### config.mk
export PLATFORM = sky130hd
export DESIGN_NAME = aibnd_rx_word_deser
export DESIGN_NICKNAME = d
export VERILOG_FILES = /design/src/rtl/aibnd_rx_word_deser.sv
export SDC_FILE = /design/constraint.sdc
export NUM_CORES = 1
export LEC_CHECK = 0
export CORE_MARGIN = 4
export CORE_UTILIZATION = 55
export CTS_BUF_LIST = sky130_fd_sc_hd__clkbuf_2 sky130_fd_sc_hd__clkbuf_4 sky130_fd_sc_hd__clkbuf_8
export DETAILED_ROUTE_END_ITERATION = 10
export PLACE_DENSITY = 0.85
export RECOVER_POWER = 25
export SLEW_MARGIN = 20
export SYNTH_ARGS = -nofsm -noshare
export SYNTH_HDL_FRONTEND = slang
export SYNTH_SLANG_ARGS = --single-unit
### constraint.sdc
create_clock -name clk -period 3.4 [get_ports clk]
set_input_delay 0.34 -clock clk [delete_from_list [all_inputs] [get_ports clk]]
set_output_delay 0.34 -clock clk [all_outputs]
set_load 0.02 [all_outputs]
### src/rtl/aibnd_rx_word_deser.sv
// Serial-to-parallel word receiver for the aibnd RX data path: hunts for an
// alignment marker, confirms it, then deserializes MSB-first words into a small FIFO.
module aibnd_rx_word_deser #(
    parameter int               WIDTH    = 8,
    parameter logic [WIDTH-1:0] MARKER   = 8'hA5,
    parameter int               LOCK_CNT = 2,
    parameter int               DEPTH    = 4
) (
    input  logic                     clk,
    input  logic                     rst,
    input  logic                     sig_in,
    input  logic                     en,
    input  logic                     relock,
    output logic [WIDTH-1:0]         dout_data,
    output logic                     dout_valid,
    input  logic                     dout_ready,
    output logic                     locked,
    output logic                     ovf,
    output logic [$clog2(DEPTH):0]   fifo_cnt
);

    localparam int BW = (WIDTH > 1) ? $clog2(WIDTH) : 1;
    localparam int MW = $clog2(LOCK_CNT + 1);
    localparam int AW = $clog2(DEPTH);
    localparam int CW = AW + 1;

    typedef enum logic [1:0] {HUNT, CONFIRM, LOCKED} state_t;

    state_t           state_q, state_d;
    logic [WIDTH-1:0] sr_q, sr_next;
    logic [BW-1:0]    bitcnt_q, bitcnt_d;
    logic [MW-1:0]    matchcnt_q, matchcnt_d;
    logic             boundary, push, pop, full, push_ok;

    logic [WIDTH-1:0] mem [DEPTH];
    logic [AW-1:0]    wr_ptr_q, rd_ptr_q;
    logic [CW-1:0]    cnt_q;
    logic [WIDTH-1:0] last_head_q;
    logic             ovf_q;

    always_ff @(posedge clk or posedge rst) begin
        if (rst) begin
            state_q    <= HUNT;
            sr_q       <= '0;
            bitcnt_q   <= '0;
            matchcnt_q <= '0;
        end else begin
            state_q    <= state_d;
            sr_q       <= sr_next;
            bitcnt_q   <= bitcnt_d;
            matchcnt_q <= matchcnt_d;
        end
    end

    assign sr_next  = en ? {sr_q[WIDTH-2:0], sig_in} : sr_q;
    assign boundary = (bitcnt_q == BW'(WIDTH - 1));

    always_comb begin
        // NOTE: every output of this block gets a default first so no path infers a latch.
        state_d    = state_q;
        bitcnt_d   = bitcnt_q;
        matchcnt_d = matchcnt_q;
        push       = 1'b0;
        if (relock) begin
            state_d    = HUNT;
            bitcnt_d   = '0;
            matchcnt_d = '0;
        end else if (en) begin
            unique case (state_q)
                HUNT: begin
                    bitcnt_d = '0;
                    if (sr_next == MARKER) begin
                        state_d    = CONFIRM;
                        matchcnt_d = '0;
                    end
                end
                CONFIRM: begin
                    bitcnt_d = boundary ? '0 : bitcnt_q + BW'(1);
                    if (boundary) begin
                        if (sr_next != MARKER) begin
                            state_d    = HUNT;
                            matchcnt_d = '0;
                        end else if (matchcnt_q == MW'(LOCK_CNT - 1)) begin
                            state_d    = LOCKED;
                            matchcnt_d = '0;
                        end else begin
                            matchcnt_d = matchcnt_q + MW'(1);
                        end
                    end
                end
                LOCKED: begin
                    bitcnt_d = boundary ? '0 : bitcnt_q + BW'(1);
                    push     = boundary;
                end
                default: state_d = HUNT;
            endcase
        end
    end

    // A full FIFO still accepts a push when the head leaves on the same edge.
    assign full    = (cnt_q == CW'(DEPTH));
    assign pop     = (cnt_q != '0) && dout_ready && !relock;
    assign push_ok = push && (!full || pop);

    always_ff @(posedge clk or posedge rst) begin
        if (rst) begin
            wr_ptr_q    <= '0;
            rd_ptr_q    <= '0;
            cnt_q       <= '0;
            last_head_q <= '0;
            ovf_q       <= 1'b0;
        end else if (relock) begin
            wr_ptr_q <= '0;
            rd_ptr_q <= '0;
            cnt_q    <= '0;
            ovf_q    <= 1'b0;
        end else begin
            if (push_ok)
                wr_ptr_q <= wr_ptr_q + AW'(1);
            if (push && !push_ok)
                ovf_q <= 1'b1;
            if (pop) begin
                rd_ptr_q    <= rd_ptr_q + AW'(1);
                last_head_q <= mem[rd_ptr_q];
            end
            cnt_q <= cnt_q + CW'(push_ok) - CW'(pop);
        end
    end

    // NOTE: storage is left unreset; the head is only read when cnt_q says it holds data.
    always_ff @(posedge clk) begin
        if (push_ok)
            mem[wr_ptr_q] <= sr_next;
    end

    assign dout_valid = (cnt_q != '0);
    assign dout_data  = dout_valid ? mem[rd_ptr_q] : last_head_q;
    assign locked     = (state_q == LOCKED);
    assign ovf        = ovf_q;
    assign fifo_cnt   = cnt_q;

endmodule

==> results.txt <==
----------------------------------------------------
[Global routing]
  Total routing resource utilization after global routing ... 17.01%
  Antenna violations before repair ... 0
  Via count of the first global-routing pass ... 1608
  First-pass GRT wire length ... roughly 8200 um
  Grt total ovfl ... 0
  Pin count of the biggest net entering global routing ... 32

[Placement]
  Number of placed instances, taps included ... ~280
  I/O Buffers ... 19
  Gp weighted congestion ... 0.7759
  Placement Cell Area ... 0.003244 mm^2
  Detailed-placement wirelength estimate ... 3379 um

[Hold path]
  Hold Path End ... last_head_q[5]
  Class of the tightest hold or removal check ... flip-flop to flip-flop
  Worst hold path depth ... 1
  Worst hold path startpoint ... last_head_q[5]

[Worst setup path]
  Required time worst endpoint ... between 3 and 4 ns
  Number of cells traversed by the worst register-to-register path ... 13
  Worst path cell trace ... mux4_2 > mux2_2 > clkdlybuf4s50_1
  Setup slack, reg-to-reg ... 0.61 ns
  Type of element launching the critical path ... flip-flop
  Peak per-stage delay on the critical path ... just over 0.7 ns
  Critical path capture point type ... output port
  Classification of the worst setup path ... flip-flop to output port
  Critical path buffer and inverter count ... 1
  End of the worst register-to-register path ... fifo_cnt[2]
  Crit Reg-Reg Startpoint ... bitcnt_q[0]
  Critical-path top delay cell ... sky130_fd_sc_hd__dfrtp_1
  Largest driver fanout on the critical path ... 10
  Largest delay share family, worst path ... multiplexers
  Arr. time, crit path ... 2.49 ns

[Synth]
  Mean instance size in the synthesized netlist ... ~15 um^2
  Cell type with the highest aggregate area in the netlist ... sky130_fd_sc_hd__edfxtp_1
  Proportion of synthesized chip area in sequential cells ... a little under 60%
  Prevailing post-synth register cell ... sky130_fd_sc_hd__edfxtp_1
  Top cells by area in the synthesized netlist ... sky130_fd_sc_hd__edfxtp_1 32%, sky130_fd_sc_hd__dfrtp_1 26%, sky130_fd_sc_hd__mux2_2 6.4%, sky130_fd_sc_hd__mux4_2 6.0%, sky130_fd_sc_hd__ha_1 4.6%
  Proportion of register bits with asynchronous set or reset after synthesis ... 49.21%
  Cell count after synthesis ... 194
  Post-Synthesis Net Count ... 212
  Number of storage elements in the synthesis netlist ... 63
  Most frequent cell after synthesis ... sky130_fd_sc_hd__edfxtp_1
  Most used standard cells in the synthesized netlist ... 32 x sky130_fd_sc_hd__edfxtp_1, 31 x sky130_fd_sc_hd__dfrtp_1, 17 x sky130_fd_sc_hd__mux2_2, 15 x sky130_fd_sc_hd__nor2_1, 11 x sky130_fd_sc_hd__ha_1
  Yosys top cell area share ... between 30% and 40%
  Netlist area before placement ... 0.002992 mm^2
  Total of warnings raised by yosys ... 0
  Number of flops mapped to enable cells by yosys ... 32
  Number of distinct library cell variants in the gate-level netlist after synthesis ... 45

[Power]
  Sequential group share of total power ... 57.5%
  Psw ... roughly 360 uW
  Power density cells ... 450.7 mW/mm^2
  Sw Share ... 23.86%
  Static leakage ... 1.301 nW
  Share of power burned in combinational logic ... 7.2%
  Fraction of power consumed by the clock network ... a little over a third
  Total power ... 1.529 mW
  Maximum resistive drop on vdd ... 0.0003756 V
  Internal power ... 1.164 mW

[Route]
  Initial detailed-routing violation count ... 65
  Post-route ant nets ... 0
  First-pass iteration count of the detailed router ... 4
  Detail-routed via count per cell ... 5.505
  WL final ... 4865 um
  DRC errors left ... 0
  Wire per inst ... 16.49 um
  Routed vias ... 1624

[Clock network]
  CTS root buffer ... sky130_fd_sc_hd__clkbuf_8
  H-tree levels ... 3
  Buffer depth of the longest clock path ... 2
  Postcts setup bufs ... 0
  Clock tree from TritonCTS ... yes
  Hold-fix buffer count after cts ... 0
  Num Clock Sinks ... 63
  Total CTS buffers ... 9
  Clock transition time at the flip-flop clock pins of the worst setup and hold paths ... 0.07 ns
  Worst-skew pair later-pin latency ... 0.33 ns
  Number of resized instances in the post-cts repair step ... 0

[STA]
  Post-route minimum period ... 2.832 ns
  Setup TNS ... 0 ns
  Number of max-slew violations in the final report ... 32
  Unrepaired setup endpoints after global routing ... no
  Clock skew ... 0.008989 ns
  Final clock period utilization by the worst path ... a little over four fifths
  Final Hold Vio Count ... 0
  Count of endpoints failing setup in the final report ... 0
  Max_slew headroom ... -15.66%
  Actual transition at the worst max-transition pin ... 1.735 ns
  Achievable Freq ... 0.3531 GHz

[Outcome]
  Result of the run ... complete, but fails checks
  Violated checks ... max-capacitance violations, max-slew violations

[Final layout]
  Area growth from synthesis to layout ... 13.43%
  Number of antenna cells inserted ... 0
  Count of placed standard cells in the final layout, fillers left out ... 295
  Fraction of layout instances using a drive strength above 1 ... 25.78%
  Multi-input gate area ... 0.001161 mm^2
  Storage cell area ... approximately 0.0017 mm^2
  Layout filler cell count ... 365
  # nets final ... 238
  Cell area after layout ... 0.003393 mm^2

[Floorplan]
  Area of the die ... ~0.0067 mm^2
  Floorplan row count ... 26
  Area of the core ... 0.005205 mm^2
  Die H ... 81.75 um
  Die W ... around 80 um
  Effective utilization at floorplan ... 57.48%
  Count of boundary I/O pins ... 20

[Flow run]
  Max-capacitance violation count ... 1

----------------------------------------------------
-- state kept, by name, summed over array words and instances (netlist names) --
signal / count
rd_ptr_q: 2
bitcnt_q: 3
mem: 32
wr_ptr_q: 2
matchcnt_q: 2
last_head_q: 8
ovf: 1
sr_q: 8
fifo_cnt: 3
state_q: 2
-- worst register-to-register path: cells and delay by family (launching register included) --
kind / cells / cell delay [ns]
xor gates and xnor gates: 2 / 0.30
buffers and inverters: 3 / 0.21
adders and majority gates: 5 / 1.14
DFF: 1 / 0.38
and+or+nand+nor: 2 / 0.21
AOI/OAI and AO/OA: 1 / 0.44
-- metal layers --
metal	global-route usage, %	part of all wire, %	vias up
met3	6.360	4.2	9
met5	0	0	-
met4	5.482	1.6	0
met2	26.17	49	30
met1	22.43	45	811
li1	-	-	774
-- worst max path at each step --
stage / start / endpoint / slack (ns) / cells after the start
2_1_floorplan: state_q[0] / fifo_cnt[2] / 0.73 / 13
3_3_place_gp: dout_ready / fifo_cnt[2] / 0.54 / 12
3_5_place_dp: dout_ready / fifo_cnt[2] / 0.44 / 12
4_1_cts: rd_ptr_q[0] / dout_data[0] / 0.52 / 3
5_1_grt: rd_ptr_q[0] / dout_data[4] / 0.42 / 3
6_report: rd_ptr_q[0] / dout_data[4] / 0.57 / 3
-- layout by cell type, fill, tap and decap left out, types with 3 or more instances in the layout --
cell                              Yosys  final
sky130_fd_sc_hd__nor2_1              15     15
sky130_fd_sc_hd__a32oi_1              4      4
sky130_fd_sc_hd__clkbuf_8             0      9
sky130_fd_sc_hd__edfxtp_1            32     32
sky130_fd_sc_hd__nand3_1              2      3
sky130_fd_sc_hd__nor2b_1              4      4
sky130_fd_sc_hd__nand2_1              4      4
sky130_fd_sc_hd__and2_1               4      4
sky130_fd_sc_hd__clkinvlp_4           0      3
sky130_fd_sc_hd__inv_1                9      9
sky130_fd_sc_hd__nand2b_1             3      3
sky130_fd_sc_hd__dfrtp_1             31     31
sky130_fd_sc_hd__mux2_4               8      8
sky130_fd_sc_hd__ha_1                11     11
sky130_fd_sc_hd__mux4_2               8      8
sky130_fd_sc_hd__clkinv_2             0      3
sky130_fd_sc_hd__mux2_2              17     15
sky130_fd_sc_hd__clkdlybuf4s50_1      0     18
sky130_fd_sc_hd__xor2_1               3      3
-- power groups by stage --
| stage | combinational, mW | clock, mW | sequential (mW) |
|---|---|---|---|
| after CTS | 0.113 | 0.557 | 0.879 |
| after global placement | 0.106 | 0 | 0.894 |
| after floorplan | 0.0769 | 0 | 0.888 |
| after detailed placement | 0.113 | 0 | 0.894 |
| final | 0.110 | 0.540 | 0.879 |
| after global routing | 0.122 | 0.600 | 0.884 |
-- area by class of cell --
class                   count  area share (%)
clock buffers              10           3.872
clock inverters             6           1.106
inverters                   9          0.9956
multi-input cells         115           34.22
flip-flops and latches     63           51.18
well taps                  70           2.581
repair buffers             22           6.047
-- through the flow --
| step | utilization, % | setup slack [ns] | hold WS (ns) |
|---|---|---|---|
| after floorplan | - | 0.7301 | 0.4435 |
| after global placement | 62.33 | 0.5385 | 0.4878 |
| after detailed placement | 62.33 | 0.4435 | 0.4990 |
| after CTS | 65.58 | 0.5162 | 0.3993 |
| after global routing | 65.19 | 0.4176 | 0.5327 |
| final | 65.19 | 0.5679 | 0.5108 |
-- cell families (layout without fill, tap and decap cells) --
family,Yosys count,in the layout,synth area share (%)
AO/OA/AOI/OAI,20,20,6.148
XOR/XNOR,5,5,1.464
adder cells (fa/ha/maj),12,12,5.270
buffers and inverters,16,47,2.719
flip-flops,63,63,58.05
multiplexers,34,34,16.77
AND/OR/NAND/NOR,44,44,9.577
(Power assumes the default switching activity.)
